File: src/rtl/poly_mm_pkg.sv
// poly_mm_pkg: shared secret-width derivation, ternary encoding and FSM state type.
// Build option: TERNARY_SK_EN selects 2-bit ternary secret coefficients.
package poly_mm_pkg;
`ifdef TERNARY_SK_EN
    localparam int SK_W = 2;
`else
    localparam int SK_W = 1;
`endif
    localparam logic [1:0] SK_POS   = 2'b01;
    localparam logic [1:0] SK_NEG   = 2'b11;
    localparam logic [1:0] SK_ZERO  = 2'b00;
    localparam logic [1:0] SK_ZERO2 = 2'b10;
    typedef enum logic {EMPTY, LOADED} state_t;
endpackage

File: src/rtl/poly_lane_mac.sv
// poly_lane_mac: combinational sum over i+j==K of A_i*s_j, mod 2^COEFF_W.
// Ports: a_data_i packed A lanes, s_data_i packed secret lanes, lane_o result lane.
// Build option: TERNARY_SK_EN (secret lanes are +1/-1/0 instead of 1/0).
module poly_lane_mac
    import poly_mm_pkg::*;
#(
    parameter int COEFF_W = 18,
    parameter int A_LANES = 2,
    parameter int S_LANES = 2,
    parameter int K       = 0
) (
    input  logic [A_LANES*COEFF_W-1:0] a_data_i,
    input  logic [S_LANES*SK_W-1:0]    s_data_i,
    output logic [COEFF_W-1:0]         lane_o
);
    function automatic logic [COEFF_W-1:0] term(input logic [COEFF_W-1:0] a, input logic [SK_W-1:0] s);
`ifdef TERNARY_SK_EN
        return (s == SK_POS) ? a : (s == SK_NEG) ? -a : '0;
`else
        return s[0] ? a : '0;
`endif
    endfunction

    always_comb begin
        lane_o = '0;
        for (int i = 0; i < A_LANES; i++)
            for (int j = 0; j < S_LANES; j++)
                if (i + j == K)
                    lane_o = lane_o + term(a_data_i[i*COEFF_W +: COEFF_W], s_data_i[j*SK_W +: SK_W]);
    end
endmodule

File: src/rtl/poly_partial_mm.sv
// poly_partial_mm: holds one A word and streams secret words against it, producing partial products.
// Ports: A stream (a_valid/a_ready/a_data/a_idx/tag_in), s stream (s_valid/s_ready/s_data/s_idx),
//        product stream (out_valid/out_ready/out_data/out_idx/tag_out), sticky seq_err.
// Build option: TERNARY_SK_EN selects ternary secret coefficients.
module poly_partial_mm
    import poly_mm_pkg::*;
#(
    parameter int COEFF_W = 18,
    parameter int A_LANES = 2,
    parameter int S_LANES = 2,
    parameter int DEPTH   = 784,
    parameter int IDX_W   = 10,
    parameter int TAG_W   = 10
) (
    input  logic                                   clk_in,
    input  logic                                   rst_in,
    input  logic                                   a_valid,
    output logic                                   a_ready,
    input  logic [A_LANES*COEFF_W-1:0]             a_data,
    input  logic [IDX_W-1:0]                       a_idx,
    input  logic [TAG_W-1:0]                       tag_in,
    input  logic                                   s_valid,
    output logic                                   s_ready,
    input  logic [S_LANES*SK_W-1:0]                s_data,
    input  logic [IDX_W-1:0]                       s_idx,
    output logic                                   out_valid,
    input  logic                                   out_ready,
    output logic [(A_LANES+S_LANES-1)*COEFF_W-1:0] out_data,
    output logic [IDX_W:0]                         out_idx,
    output logic [TAG_W-1:0]                       tag_out,
    output logic                                   seq_err
);
    localparam int OUT_LANES = A_LANES + S_LANES - 1;

    state_t                         state_q;
    logic                           out_valid_q, seq_err_q;
    logic [IDX_W-1:0]               exp_idx_q, a_idx_q;
    logic [A_LANES*COEFF_W-1:0]     a_data_q;
    logic [TAG_W-1:0]               tag_q, tag_out_q;
    logic [OUT_LANES*COEFF_W-1:0]   out_data_q, prod;
    logic [IDX_W:0]                 out_idx_q;
    logic                           a_hs, s_hs, last;

    // Ready lines are gated by reset so nothing is offered while rst_in is high.
    assign a_ready = (state_q == EMPTY) && !rst_in;
    assign s_ready = (state_q == LOADED) && (!out_valid_q || out_ready) && !rst_in;
    assign a_hs    = a_valid && a_ready;
    assign s_hs    = s_valid && s_ready;
    assign last    = s_idx == IDX_W'(DEPTH - S_LANES);

    for (genvar k = 0; k < OUT_LANES; k++) begin : g_lane
        poly_lane_mac #(.COEFF_W(COEFF_W), .A_LANES(A_LANES), .S_LANES(S_LANES), .K(k)) u_mac (
            .a_data_i(a_data_q),
            .s_data_i(s_data),
            .lane_o  (prod[k*COEFF_W +: COEFF_W])
        );
    end

    always_ff @(posedge clk_in) begin
        if (rst_in) begin
            state_q     <= EMPTY;
            out_valid_q <= 1'b0;
            seq_err_q   <= 1'b0;
            exp_idx_q   <= '0;
        end else begin
            if (a_hs) begin
                state_q   <= LOADED;
                exp_idx_q <= '0;
            end
            if (s_hs) begin
                if (s_idx != exp_idx_q) seq_err_q <= 1'b1;
                // Next index follows the index actually received, so one bad word flags once.
                exp_idx_q <= s_idx + IDX_W'(S_LANES);
                if (last) state_q <= EMPTY;
            end
            out_valid_q <= s_hs || (out_valid_q && !out_ready);
        end
    end

    // Product registers are loaded only on s handshakes, so they stay put through an A reload.
    always_ff @(posedge clk_in) begin
        if (a_hs) begin
            a_data_q <= a_data;
            a_idx_q  <= a_idx;
            tag_q    <= tag_in;
        end
        if (s_hs) begin
            out_data_q <= prod;
            out_idx_q  <= {1'b0, a_idx_q} + {1'b0, s_idx};
            tag_out_q  <= tag_q;
        end
    end

    assign out_valid = out_valid_q;
    assign out_data  = out_data_q;
    assign out_idx   = out_idx_q;
    assign tag_out   = tag_out_q;
    assign seq_err   = seq_err_q;
endmodule

File: config.mk
export PLATFORM = sky130hd
export DESIGN_NAME = poly_partial_mm
export DESIGN_NICKNAME = d
export VERILOG_FILES = /design/src/rtl/poly_mm_pkg.sv /design/src/rtl/poly_lane_mac.sv /design/src/rtl/poly_partial_mm.sv
export SDC_FILE = /design/constraint.sdc
export NUM_CORES = 1
export LEC_CHECK = 0
export BUFFER_PORTS_ARGS = -buffer_cell sky130_fd_sc_hd__buf_4
export CAP_MARGIN = 0
export CORE_ASPECT_RATIO = 2
export CORE_MARGIN = 1.5
export CORE_UTILIZATION = 60
export CTS_BUF_LIST = sky130_fd_sc_hd__clkbuf_8
export DETAILED_ROUTE_END_ITERATION = 8
export GPL_ROUTABILITY_DRIVEN = 0
export PLACE_DENSITY = 0.89
export SLEW_MARGIN = 20
export SYNTH_ARGS = -nofsm -noshare
export SYNTH_HDL_FRONTEND = slang
export SYNTH_SLANG_ARGS = --single-unit
File: constraint.sdc
create_clock -name clk_in -period 5.9 [get_ports clk_in]
set_input_delay 1.18 -clock clk_in [delete_from_list [all_inputs] [get_ports clk_in]]
set_output_delay 1.18 -clock clk_in [all_outputs]
set_load 0.005 [all_outputs]
# After elaboration in Yosys (flattened, before gate mapping)
# Index checks and enable logic that the tools add are counted.
# totals
ff_bits	144
inputBits	73
elab_cells	38
# op_classes
add_sub_neg	3
eq_ne	2
n_mux	7
n_bitwise	1
reduce_logical	13
# op_table
cell	n
$mux W18	2
$mux W10	2
$add A18 B18 Y18	1
$add A10 B10 Y11	1
$add A10 B2 Y10 const B	1
$eq A10 B10 Y1 const B	1
$ne A10 B10 Y1	1
$logic_and A1 B1 Y1	6
$logic_not A1 Y1	3
$mux W1	3
$logic_or A1 B1 Y1	2
$reduce_and A2 Y1	1
$reduce_bool A2 Y1	1
$not A1 Y1	1

# Longest topological paths before layout
# logic_depth
word_depth	6
ltp_mapped	10

# Cells and area by module
# Synthesis repeated with hierarchy kept, for this count alone.
# unflattened
hier_cells	481
hier_area_um2	6533.8
# by_module_without_submodules
module	instances	cells_each	area_per_inst_um2
poly_partial_mm	1	276	5096.1
poly_lane_mac (g_lane[1].u_mac)	1	167	1154.9
poly_lane_mac (g_lane[0].u_mac ...)	2	19	141.4

# Worst setup path after synthesis
# OpenSTA, ideal clock, no wires.
# synth_timing
kind	input port to flip-flop
start	in s_data[1]
end	reg out_data_q[34], in the netlist out_data[34] (data pin)
t_arrival_ps	2928
path_slack_ps	2706
stages	10
n_path_buf	1
path_cell_list	clkbuf_1 -> and2_1 -> ha_1 -> inv_1 -> fa_1 -> nand2b_1 -> a21oi_1 -> a21oi_2 -> o31ai_2 -> xor2_1
# synth_via
elab_chain_len	2
# synth_rtl
item	line	text
start, declared	poly_partial_mm.sv:24	input logic [S_LANES*SK_W-1:0] s_data,
$mux W18	poly_lane_mac.sv:20	return s[0] ? a : '0;
$add A18 B18 Y18	poly_lane_mac.sv:29	lane_o = lane_o + term(a_data_i[i*COEFF_W +: COEFF_W], s_data_i[j*SK_W +: SK_W]);
via g_lane[1].u_mac.lane_o[16]	poly_lane_mac.sv:14	output logic [COEFF_W-1:0] lane_o
end signal, assigned	poly_partial_mm.sv:88	out_data_q <= prod;
end, declared	poly_partial_mm.sv:40	logic [OUT_LANES*COEFF_W-1:0] out_data_q, prod;
# The timed path passes the listed nets, and every way through them passes these cells.
# A chain may end at the register's enable or synchronous reset.

# Final worst setup path
# layout_timing
start	in out_ready
end	reg seq_err_q, in the netlist seq_err
# layout_via
elab_chain_len	5
# layout_rtl
item	line	text
start, declared	poly_partial_mm.sv:27	input logic out_ready,
$logic_or A1 B1 Y1	poly_partial_mm.sv:46	assign s_ready = (state_q == LOADED) && (!out_valid_q || out_ready) && !rst_in;
$logic_and A1 B1 Y1 (2 in series)	poly_partial_mm.sv:46	
$logic_and A1 B1 Y1	poly_partial_mm.sv:48	assign s_hs = s_valid && s_ready;
$reduce_and A2 Y1 (no line)	-	
end signal, assigned	poly_partial_mm.sv:63	seq_err_q <= 1'b0;
end signal, assigned	poly_partial_mm.sv:71	if (s_idx != exp_idx_q) seq_err_q <= 1'b1;
end, declared	poly_partial_mm.sv:36	logic out_valid_q, seq_err_q;
# No other way between the ends.

==> metrics.md <==
| Metric | Value |
|---|---|
| P per Cell Area | `282 nW/um^2` |
| Post-DRT Antenna Nets | `0` |
| Routed vias | `4529` |
| Crit path required time | `6.23 ns` |
| Seq pwr share | `50.5%` |
| Crit path DAT | `3.56 ns` |
| Final Cell Area | `8210 sq um` |
| Worst skew pair latency | `0.44 ns` |
| Die span in y | `150 um` |
| LEAKAGE | `0.00328 uW` |
| Most frequent cells after synthesis | `edfxtp_1, and2_1, a21oi_1` |
| Crit Path Category | `input port to flop` |
| CTS max path bufs | `2` |
| Synth Flop Type | `edfxtp_1` |
| Final Max Tran Viols | `0` |
| Max Fclk | `0.309 GHz` |
| Peak VDD IR | `0.370 mV` |
| Critical path launch point type | `input port` |
| Area leader, netlist | `edfxtp_1` |
| Worst slew pin tran | `0.928 ns` |
| Most common cell in the synthesized netlist | `edfxtp_1` |
| Status | `finished, final reports clean` |
| Clock group share of total power | `39.5%` |
| H-Tree Depth | `4` |
| Initial core utilization | `61.8%` |
| Die ar. | `11500 sq um` |
| Top-Level Pins | `152` |
| Slowest CP cell | `clkinv_2` |
| Mux cell area share after synthesis | `0.328%` |
| Initial antenna violation count | `0` |
| Largest cells by area after synthesis | `edfxtp_1, and2_1, ha_1` |
| Hpwl dp | `10600 um` |
| RSZ-0062 raised after global routing | `false` |
| Postcts setup bufs | `0` |
| CTS sink cnt | `144` |
| Wirelength per Cell | `18.3 um` |
| First-pass GRT wire length | `22600 um` |
| Sequential area share after synthesis | `64.8%` |
| # rows | `53` |
| Core area | `10500 sq um` |
| Fraction of layout cells with a size suffix above 1 | `30.0%` |
| Max_cap viols | `0` |
| Share of total power in combinational logic | `10.0%` |
| Vias in the first global route | `4669` |
| XOR/XNOR share of the synthesized area | `5.27%` |
| Post-synth net total | `584` |
| CTS buffer count | `17` |
| Synth Area in Adders | `6.03%` |
| Post-route DRC | `0` |
| Synth Area in Compound Gates | `8.23%` |
| Clock skew | `0.0120 ns` |
| Ys Warns | `0` |
| EDFF count, synth | `131` |
| PostCTS Resize Cnt | `0` |
| Total wire length | `14400 um` |
| CTS Hold Buffers Added | `0` |
| Clock slew seen by the registers of the worst setup and hold paths | `0.08 ns` |
| GRT Overall Usage | `26.4%` |
| Net Sw Power | `504 uW` |
| Total negative slack | `0 ns` |
| Inst Count DP | `758` |
| Mapped Avg Cell Area | `13.5 sq um` |
| Largest net degree at the start of global routing | `57` |
| Die Width | `76.5 um` |
| Final Util | `78.4%` |
| Root buf cell | `clkbuf_8` |
| Crit path from | `out_ready` |
| Setup slack after layout | `2.66 ns` |
| Simple-Gate Fraction of Synth Area | `13.9%` |
| Worst hold-check path type | `flop to flop` |
| Period utilisation layout | `54.9%` |
| Crit. End Element | `flop` |
| Top-area cell type share of the netlist area | `60.7%` |
| Diode count | `0` |
| Register bit total from synthesis | `144` |
| Cell Chain, Critical Path | `buf_4 -> nand2b_1 -> nand4b_1 -> clkinv_2 -> buf_4 -> a21oi_1 -> nor2_1` |
| Place WS | `2.22 ns` |
| Total grt overflow | `0` |
| Worst path max stage delay | `0.82 ns` |
| Synth-to-layout area growth | `26.8%` |
| Cell variety after synth | `51` |
| Routed vias/inst | `5.73` |
| Switching share of total power | `21.8%` |
| Worst slew margin | `38.0%` |
| Fin nets | `743` |
| Final setup fails | `0` |
| Buffers on Ports | `151` |
| Min-delay src | `tag_q[7]$_DFFE_PP_` |
| P_int | `1810 uW` |
| Starting DRT DRC Count | `318` |
| Post-Syn Instances | `481` |
| Largest family of logic cells by synthesized area | `simple AND/OR/NAND/NOR gates` |
| TritonCTS clock tree | `yes` |
| Mapped Area | `6480 sq um` |
| DP Area | `7730 sq um` |
| Crit Path Max Fanout | `53` |
| TritonRoute pass-1 iters | `5` |
| Fin crit period | `3.24 ns` |
| Synth async-reset ratio | `0%` |
| Worst reg2reg startpoint | `out_valid$_SDFF_PP0_` |
| Post-Layout Cell Count | `790` |
| Crit path top cell by count | `buf_4` |
| Final Hold Viols | `0` |
[final cells by class]
cell class	instances	area, sq um
clock buffers	17	234
clock inverters	15	240
fillers	655	2270
inverters	11	43.8
multi-input cells	314	2190
flip-flops and latches	144	4190
well taps	137	171
repair buffers	152	1140
[stage by stage]
stage / power [uW] / hold slack (ns)
3_3_place_gp: 1410 / 0.402
6_report: 2310 / 0.421
4_1_cts: 2320 / 0.422
3_5_place_dp: 1420 / 0.405
2_1_floorplan: 1320 / 0.400
5_1_grt: 2380 / 0.419
[state kept, by name (all words and copies together), names as in the netlist]
name,flops
seq_err,1
tag_out,10
tag_q,10
out_valid,1
exp_idx_q,10
out_data,54
a_data_q,36
out_idx,11
a_idx_q,10
state_q,1
[logic make-up after synthesis]
kind of cell               Yosys count
xor gates and xnor gates            39
adders and majority gates           30
and+or+nand+nor                    162
AOI/OAI and AO/OA                   81
buffers and inverters               23
DFF                                144
muxes                                2
[path summary, 6_finish.rpt]
check / to / slack, ns / cells after the start
max reg2reg: seq_err$_SDFFE_PP0P_ / 3.23 / 6
min: tag_out[7]$_DFFE_PP_ / 0.42 / 0
max: seq_err$_SDFFE_PP0P_ / 2.66 / 7
min reg2reg: tag_out[7]$_DFFE_PP_ / 0.42 / 0
[placed cells by master, fill, tap and decap left out, drive strengths merged, types with 2 or more instances in the layout]
cell type and instances:
nor2b 2, nor4 2, nand3 18, fa 2, clkinv 8, o211ai 5
nand2 27, xor2 22, and3 4, a211oi 5, xnor2 17, a21oi 34
clkbuf 17, a21o 5, o21a 3, nor3 4, inv 12, o31ai 2
edfxtp 131, bufinv 6, and2 72, o21bai 3, o21ai 12, nor2 20
nand4b 2, nand4 3, a21boi 2, a31oi 3, buf 152, o2111ai 2
nand2b 2, ha 28, dfxtp 13
[worst max-delay path, delay by kind of cell]
kind,cells,cell delay [ns]
AO/OA/AOI/OAI,1,0.21
buffers and inverters,3,1.48
AND/OR/NAND/NOR,3,0.68
[power by group through the flow]
stage | clock network [uW] | registers [uW] | logic [uW]
after CTS | 923 | 1170 | 229
after detailed placement | 0 | 1190 | 228
after global placement | 0 | 1190 | 217
after global routing | 956 | 1170 | 252
after floorplan | 0 | 1190 | 127
final | 913 | 1170 | 232
[layer usage]
layer / up-vias / share of wire (%) / GRT usage [%]
li1: 2077 / - / -
met1: 2140 / 31 / 24.2
met2: 241 / 57 / 49.8
met3: 71 / 6.3 / 6.52
met4: 0 / 6.3 / 18.1
met5: - / 0 / 0
Power figures use the tool's default switching activity.
